## src/rtl/ray_setup_pkg.sv

```systemverilog
// Shared ray data types plus the reciprocal-divider constants and FSM state encoding.
package ray_setup_pkg;

    typedef struct packed {
        logic signed [31:0] x;
        logic signed [31:0] y;
        logic signed [31:0] z;
    } vec3;

    typedef struct packed {
        logic signed [35:0] x;
        logic signed [35:0] y;
        logic signed [35:0] z;
    } vec3_18_18;

    localparam vec3 vec3_default = '{x: 32'sd0, y: 32'sd0, z: 32'sd0};

    // 1.0 in Q18.18 output units seen from a Q16.16 divisor: 2^(16+18)
    localparam logic [34:0] RECIP_ONE   = 35'h4_0000_0000;
    localparam int          RECIP_ITERS = 35;

    typedef enum logic [1:0] {
        ST_IDLE   = 2'd0,
        ST_DIVIDE = 2'd1,
        ST_DONE   = 2'd2
    } setup_state_e;

endpackage

```

## src/rtl/fxp_recip_step.sv

```systemverilog
// One axis of the bit-serial restoring divider: one quotient bit per enabled cycle, MSB first.
module fxp_recip_step
    import ray_setup_pkg::*;
#(
    parameter int DIV_W = 33,
    parameter int QUO_W = RECIP_ITERS
) (
    input  logic             clk,
    input  logic             rst,
    input  logic             clr,
    input  logic             en,
    input  logic             zero,
    input  logic             din_bit,
    input  logic [DIV_W-1:0] divisor,
    output logic [QUO_W-1:0] quo_d
);

    localparam int REM_W = DIV_W + 1;

    logic [REM_W-1:0] rem_q, rem_d;
    logic [QUO_W-1:0] quo_q;
    logic [REM_W:0]   trial;
    logic [REM_W:0]   div_ext;

    always_comb begin
        trial   = {rem_q, din_bit};
        div_ext = {2'b00, divisor};
        rem_d   = rem_q;
        quo_d   = quo_q;
        if (clr) begin
            rem_d = '0;
            quo_d = '0;
        end else if (en && !zero) begin
            // The zero mask keeps a 0 divisor out of the datapath entirely
            if (trial >= div_ext) begin
                rem_d = REM_W'(trial - div_ext);
                quo_d = {quo_q[QUO_W-2:0], 1'b1};
            end else begin
                rem_d = trial[REM_W-1:0];
                quo_d = {quo_q[QUO_W-2:0], 1'b0};
            end
        end
    end

    always_ff @(posedge clk) begin
        if (rst) begin
            rem_q <= '0;
            quo_q <= '0;
        end else begin
            rem_q <= rem_d;
            quo_q <= quo_d;
        end
    end

endmodule

```

## src/rtl/ray_setup.sv

```systemverilog
// Per-ray setup: captures origin/direction, computes Q18.18 reciprocals of the direction
// with three serial dividers, and holds the result for the intersector under stall.
module ray_setup
    import ray_setup_pkg::*;
#(
    parameter int IN_FRAC  = 16,
    parameter int OUT_FRAC = 18,
    parameter int ITERS    = 35
) (
    input  logic      clk,
    input  logic      rst,
    input  logic      in_valid,
    output logic      in_ready,
    input  vec3       ray_orig_in,
    input  vec3       ray_dir_in,
    input  logic      stall,
    output logic      out_valid,
    output vec3       ray_orig,
    output vec3_18_18 inv_ray_dir,
    output logic [2:0] div_by_zero
);

    localparam int QUO_W = IN_FRAC + OUT_FRAC + 1;
    localparam int CNT_W = $clog2(ITERS);

    setup_state_e      state_q, state_d;
    logic [CNT_W-1:0]  cnt_q, cnt_d;
    vec3               orig_q, orig_d;
    vec3               ray_orig_q, ray_orig_d;
    vec3_18_18         inv_q, inv_d;
    logic [2:0]        neg_q, neg_d;
    logic [2:0]        zero_q, zero_d;
    logic [2:0]        dbz_q, dbz_d;
    logic [32:0]       mag_q [3];
    logic [32:0]       mag_d [3];
    logic signed [31:0] dir_in [3];
    logic [QUO_W-1:0]  quo_d [3];
    logic signed [35:0] inv_ax [3];
    logic              accept;
    logic              div_en;
    logic              din_bit;

    assign dir_in[0] = ray_dir_in.x;
    assign dir_in[1] = ray_dir_in.y;
    assign dir_in[2] = ray_dir_in.z;

    assign accept  = (state_q == ST_IDLE) && in_valid;
    assign div_en  = (state_q == ST_DIVIDE);
    // The dividend is a single 1 at bit 34; the counter doubles as its bit index
    assign din_bit = RECIP_ONE[cnt_q];

    for (genvar g = 0; g < 3; g++) begin : g_axis
        fxp_recip_step #(.DIV_W(33), .QUO_W(QUO_W)) u_step (
            .clk     (clk),
            .rst     (rst),
            .clr     (accept),
            .en      (div_en),
            .zero    (zero_q[g]),
            .din_bit (din_bit),
            .divisor (mag_q[g]),
            .quo_d   (quo_d[g])
        );
    end

    always_comb begin
        for (int i = 0; i < 3; i++) begin
            if (zero_q[i]) begin
                inv_ax[i] = '0;
            end else if (neg_q[i]) begin
                inv_ax[i] = -$signed({1'b0, quo_d[i]});
            end else begin
                inv_ax[i] = $signed({1'b0, quo_d[i]});
            end
        end
    end

    always_comb begin
        state_d    = state_q;
        cnt_d      = cnt_q;
        orig_d     = orig_q;
        ray_orig_d = ray_orig_q;
        inv_d      = inv_q;
        neg_d      = neg_q;
        zero_d     = zero_q;
        dbz_d      = dbz_q;
        for (int i = 0; i < 3; i++) mag_d[i] = mag_q[i];

        case (state_q)
            ST_IDLE: begin
                if (in_valid) begin
                    orig_d = ray_orig_in;
                    for (int i = 0; i < 3; i++) begin
                        neg_d[i]  = dir_in[i][31];
                        zero_d[i] = (dir_in[i] == 32'sd0);
                        // 33-bit magnitude so that -2^31 stays exact
                        mag_d[i]  = dir_in[i][31] ? (33'd0 - {dir_in[i][31], dir_in[i]})
                                                  : {1'b0, dir_in[i]};
                    end
                    cnt_d   = CNT_W'(ITERS - 1);
                    state_d = ST_DIVIDE;
                end
            end
            ST_DIVIDE: begin
                cnt_d = cnt_q - 1'b1;
                if (cnt_q == '0) begin
                    ray_orig_d = orig_q;
                    inv_d      = '{x: inv_ax[0], y: inv_ax[1], z: inv_ax[2]};
                    dbz_d      = zero_q;
                    state_d    = ST_DONE;
                end
            end
            ST_DONE: begin
                if (!stall) state_d = ST_IDLE;
            end
            default: state_d = ST_IDLE;
        endcase
    end

    always_ff @(posedge clk) begin
        if (rst) begin
            state_q    <= ST_IDLE;
            cnt_q      <= '0;
            orig_q     <= vec3_default;
            ray_orig_q <= vec3_default;
            inv_q      <= '0;
            neg_q      <= '0;
            zero_q     <= '0;
            dbz_q      <= '0;
            for (int i = 0; i < 3; i++) mag_q[i] <= '0;
        end else begin
            state_q    <= state_d;
            cnt_q      <= cnt_d;
            orig_q     <= orig_d;
            ray_orig_q <= ray_orig_d;
            inv_q      <= inv_d;
            neg_q      <= neg_d;
            zero_q     <= zero_d;
            dbz_q      <= dbz_d;
            for (int i = 0; i < 3; i++) mag_q[i] <= mag_d[i];
        end
    end

    assign in_ready    = (state_q == ST_IDLE);
    assign out_valid   = (state_q == ST_DONE);
    assign ray_orig    = ray_orig_q;
    assign inv_ray_dir = inv_q;
    assign div_by_zero = dbz_q;

endmodule

```

## config.mk

```make
export PLATFORM = sky130hd
export DESIGN_NAME = ray_setup
export DESIGN_NICKNAME = d
export VERILOG_FILES = /design/src/rtl/ray_setup_pkg.sv /design/src/rtl/fxp_recip_step.sv /design/src/rtl/ray_setup.sv
export SDC_FILE = /design/constraint.sdc
export NUM_CORES = 2
export LEC_CHECK = 0
export BUFFER_PORTS_ARGS = -buffer_cell sky130_fd_sc_hd__buf_2
export CORE_ASPECT_RATIO = 1.75
export CORE_MARGIN = 4
export CORE_UTILIZATION = 50
export DETAILED_ROUTE_END_ITERATION = 8
export PLACE_DENSITY = 0.78
export SLEW_MARGIN = 0
export SYNTH_ARGS = -nofsm -noshare
export SYNTH_HDL_FRONTEND = slang
export SYNTH_HIERARCHICAL = 1
export SYNTH_SLANG_ARGS = --single-unit
export TNS_END_PERCENT = 100
```

## constraint.sdc

```tcl
create_clock -name clk -period 5.2 [get_ports clk]
set_clock_uncertainty 0.05 [all_clocks]
set_input_delay 0.26 -clock clk [delete_from_list [all_inputs] [get_ports clk]]
set_output_delay 0.26 -clock clk [all_outputs]
set_load 0.1 [all_outputs]
```

==> impl_metrics.ini <==
[detailed_routing]
wl_um = 110000
vias = 34100
firstDrtPassIters = 6
wl_per_cell_um = 19.1
drtIter0Drc = 2211
viasPerCell = 5.93
ant_nets = 0
drc = 0

[global_routing]
antenna_found_initial = 3
grt_max_degree = 118
grt_overflow_total = 0
grtUsageTotal = 0.289
grt_pass1_wl_um = 173000
grt_pass1_vias = 33300

[synthesis]
postSynth.asyncResetShare = 0
seq_area_frac_synth = 0.369
synth.avg_cell_area_um2 = 7.65
synth.area.top_cells = dfxtp_1 (37%), nand2_1 (9.8%), a21oi_1 (7.4%), xor2_1 (4.4%), ha_1 (4.0%)
synth_edf_count = 0
syn-cell-area_um2 = 33800
synth_top_area_cell = dfxtp_1
synth-seq-cells = 624
syn_nets = 4725
synth_top_area_share = 0.369
syn_inst = 4419
yosys_warnings = 6
netlist-cell-type-count = 101
ys.flop_type = dfxtp_1

[critical_path]
critPathMaxFanout = 14
cp.required_ns = 5.66
r2r-start = mag_q[0][81]
r2r_slack_ns = 0.76
cp_top_family = compound AO/OA/AOI/OAI gates
path_buf_inv = 3
r2r_end = inv_ray_dir[26]
arrival_ns = 4.90
cpMaxStageDelayCell = o41ai_1
r2r_cells = 17
crit_chain = inv_1 > ha_1 > and3_1 > a221o_1 > o311ai_2 > o21ai_2 > o21a_4 > o21ai_2 > buf_4 > a21oi_1 > inv_1 > ha_1 > nor3b_1 > nand2_1 > o41ai_1 > xor2_1 > o21ai_0
cp-end-kind = flip-flop
path_class = flip-flop to flip-flop
cp-start-kind = flip-flop
cpPeakStageDelay_ns = 0.59

[floorplan]
die-area_um2 = 72000
dieHeight_um = 352
rows = 125
pin_count = 405
core_area_um2 = 66800
dieWidth_um = 205
start_util = 0.506

[timing]
max_clock_freq_ghz = 0.225
max_slew_margin = 0.155
post-route-period-util = 0.855
maxSlewViolCount = 0
finalCriticalPeriod_ns = 4.44
worstMarginPinSlew_ns = 1.26
setup_tns_ns = 0
hold_viol_final = 0
setup_violations = 0
rsz0062_at_grt = false

[clock_network]
root_buffer = clkbuf_16
htree_num_levels = 2
clock_latency_ns = 0.67
cts_tree = built
clock-sinks = 624
path_clk_slew_ns = 0.06
clock_path_buffers = 3
cts_buffers = 59
ctsResizeCount = 0

[cells_and_area]
layout.nets = 5115
syn2layout_area_growth_pct = 17.9
final_area_um2 = 39800
final_cells = 5747
drive_gt1_frac = 0.130

[min_path]
hold_class = input pin to flip-flop
min_path_cells = 3
min_to = mag_q[0][76]
worstHoldStart = ray_dir_in[10]

[placement]
port_buffers = 404
placed_cell_area_um2 = 36100
dp_hpwl_um = 75400
dpl.cell_count = 5465
gp_congestion = 0.979

[power_and_ir_drop]
pwr_density_cell_nw_per_um2 = 391
peakVddDrop_mv = 0.347
p_leak_nw = 16.2

[run]
cap_violations = 0

[status]
outcome = complete, no violations
[power by group]
part           internal (mW)  switching, mW
clock                   2.54           2.02
sequential              5.08          0.222
combinational           1.91           3.80
[flip-flops by register name (all words and copies together) (netlist names), 2 cells and up]
name and cells:
inv_ray_dir 108, g_axis.u_step/quo_q 105, g_axis.u_step/rem_q 102, mag_q 99
orig_q 96, ray_orig 96, cnt_q 6, div_by_zero 3
neg_q 3, zero_q 3, state_q 2
[worst reg2reg max path, stage by stage, from the launching register on]
cell	delay (ns)
dfxtp_1	0.33
inv_1	0.05
ha_1	0.41
and3_1	0.24
a221o_1	0.35
o311ai_2	0.34
o21ai_2	0.14
o21a_4	0.28
o21ai_2	0.13
buf_4	0.16
a21oi_1	0.11
inv_1	0.13
ha_1	0.21
nor3b_1	0.20
nand2_1	0.33
o41ai_1	0.60
xor2_1	0.17
o21ai_0	0.08
[worst max-delay path by stage]
stage,to,from,slack [ns],cells past startpoint
4_1_cts,inv_ray_dir[26],mag_q[0][81],0.78,17
5_1_grt,inv_ray_dir[30],mag_q[0][81],0.49,17
3_5_place_dp,inv_ray_dir[30],mag_q[0][81],0.78,17
2_1_floorplan,inv_ray_dir[35],state_q[1],0.16,15
3_3_place_gp,inv_ray_dir[34],mag_q[0][81],0.91,17
6_report,inv_ray_dir[26],mag_q[0][81],0.76,17
[cells in the mapped netlist (29+ instances only)]
master and instances:
ha_1 107, nand2_1 882, nor3_1 90, o21ai_0 234, inv_1 155, o41ai_1 42, nor2_1 268, a211oi_1 100
a21oi_1 499, a31oi_1 34, or4_1 35, nor4_1 32, dfxtp_1 624, a21o_1 47, xor2_1 169, nand3_1 56
o31ai_1 73, and3_1 29, clkbuf_1 229, nor2b_1 127, xnor2_1 55, nand4_1 44, mux2i_1 32, or3_1 49
[placed cells by master (no fill, tap or decap), types with 12 or more instances in the layout]
cell	synthesis	routed
nand2_1	882	882
dfxtp_1	624	624
a21oi_1	499	499
buf_2	27	403
nor2_1	268	266
o21ai_0	234	234
dlygate4sd3_1	0	172
xor2_1	169	169
inv_1	155	155
nor2b_1	127	124
ha_1	107	107
a211oi_1	100	100
nor3_1	90	90
o31ai_1	73	73
clkbuf_16	0	59
nand3_1	56	56
xnor2_1	55	55
or3_1	49	49
a21o_1	47	47
nand4_1	44	44
o41ai_1	42	42
or4_1	35	35
buf_4	3	35
a31oi_1	34	34
nor4_1	32	32
mux2i_1	32	32
and3_1	29	29
o21a_1	28	28
nand2b_1	27	24
o211ai_1	24	24
or2_2	22	22
a311oi_1	18	18
a32oi_1	15	15
nand2_2	16	15
a311oi_2	13	13
o21bai_1	12	12
o21ai_1	12	12
[what timing repair did]
action | 4_1_cts | 5_1_grt
hold endpoints to repair | 199 | 0
buffers inserted | 0 | 0
hold buffers | 172 | 0
[through the flow]
stage | utilization | setup slack [ns] | hold slack (ns) | power [mW]
after detailed placement | 0.541 | 0.785 | 0.387 | 10.9
after global placement | 0.541 | 0.912 | 0.382 | 10.8
after global routing | 0.597 | 0.488 | 0.0263 | 16.4
after floorplan | - | 0.155 | 0.282 | 9.60
after CTS | 0.597 | 0.780 | 0.00113 | 15.5
final | 0.597 | 0.756 | 0.0397 | 15.6
[routing by layer]
metal	global-route usage	routed length [µm]	part of all wire
met5	0	13	0.00012
met2	0.526	55600	0.51
met1	0.318	40400	0.37
met4	0.151	6470	0.059
met3	0.0503	7270	0.066
[area by class of cell]
| cell class | count | area, µm² |
|---|---|---|
| Fill cell | 5899 | 26900 |
| Antenna cell | 2 | 5.00 |
| Clock inverter | 29 | 382 |
| Multi-Input combinational cell | 3354 | 19600 |
| Timing Repair Buffer | 612 | 4040 |
| Inverter | 158 | 602 |
| Tap cell | 889 | 1110 |
| Sequential cell | 624 | 12500 |
| Clock buffer | 79 | 1640 |
[logic make-up after synthesis]
group / synth area share
buf+inv: 0.0528
flops: 0.369
fa+ha+maj: 0.0414
mux: 0.0108
simple gates: 0.237
compound gates: 0.230
xor+xnor: 0.0580
Note: power is estimated with default switching activity, not from simulation.
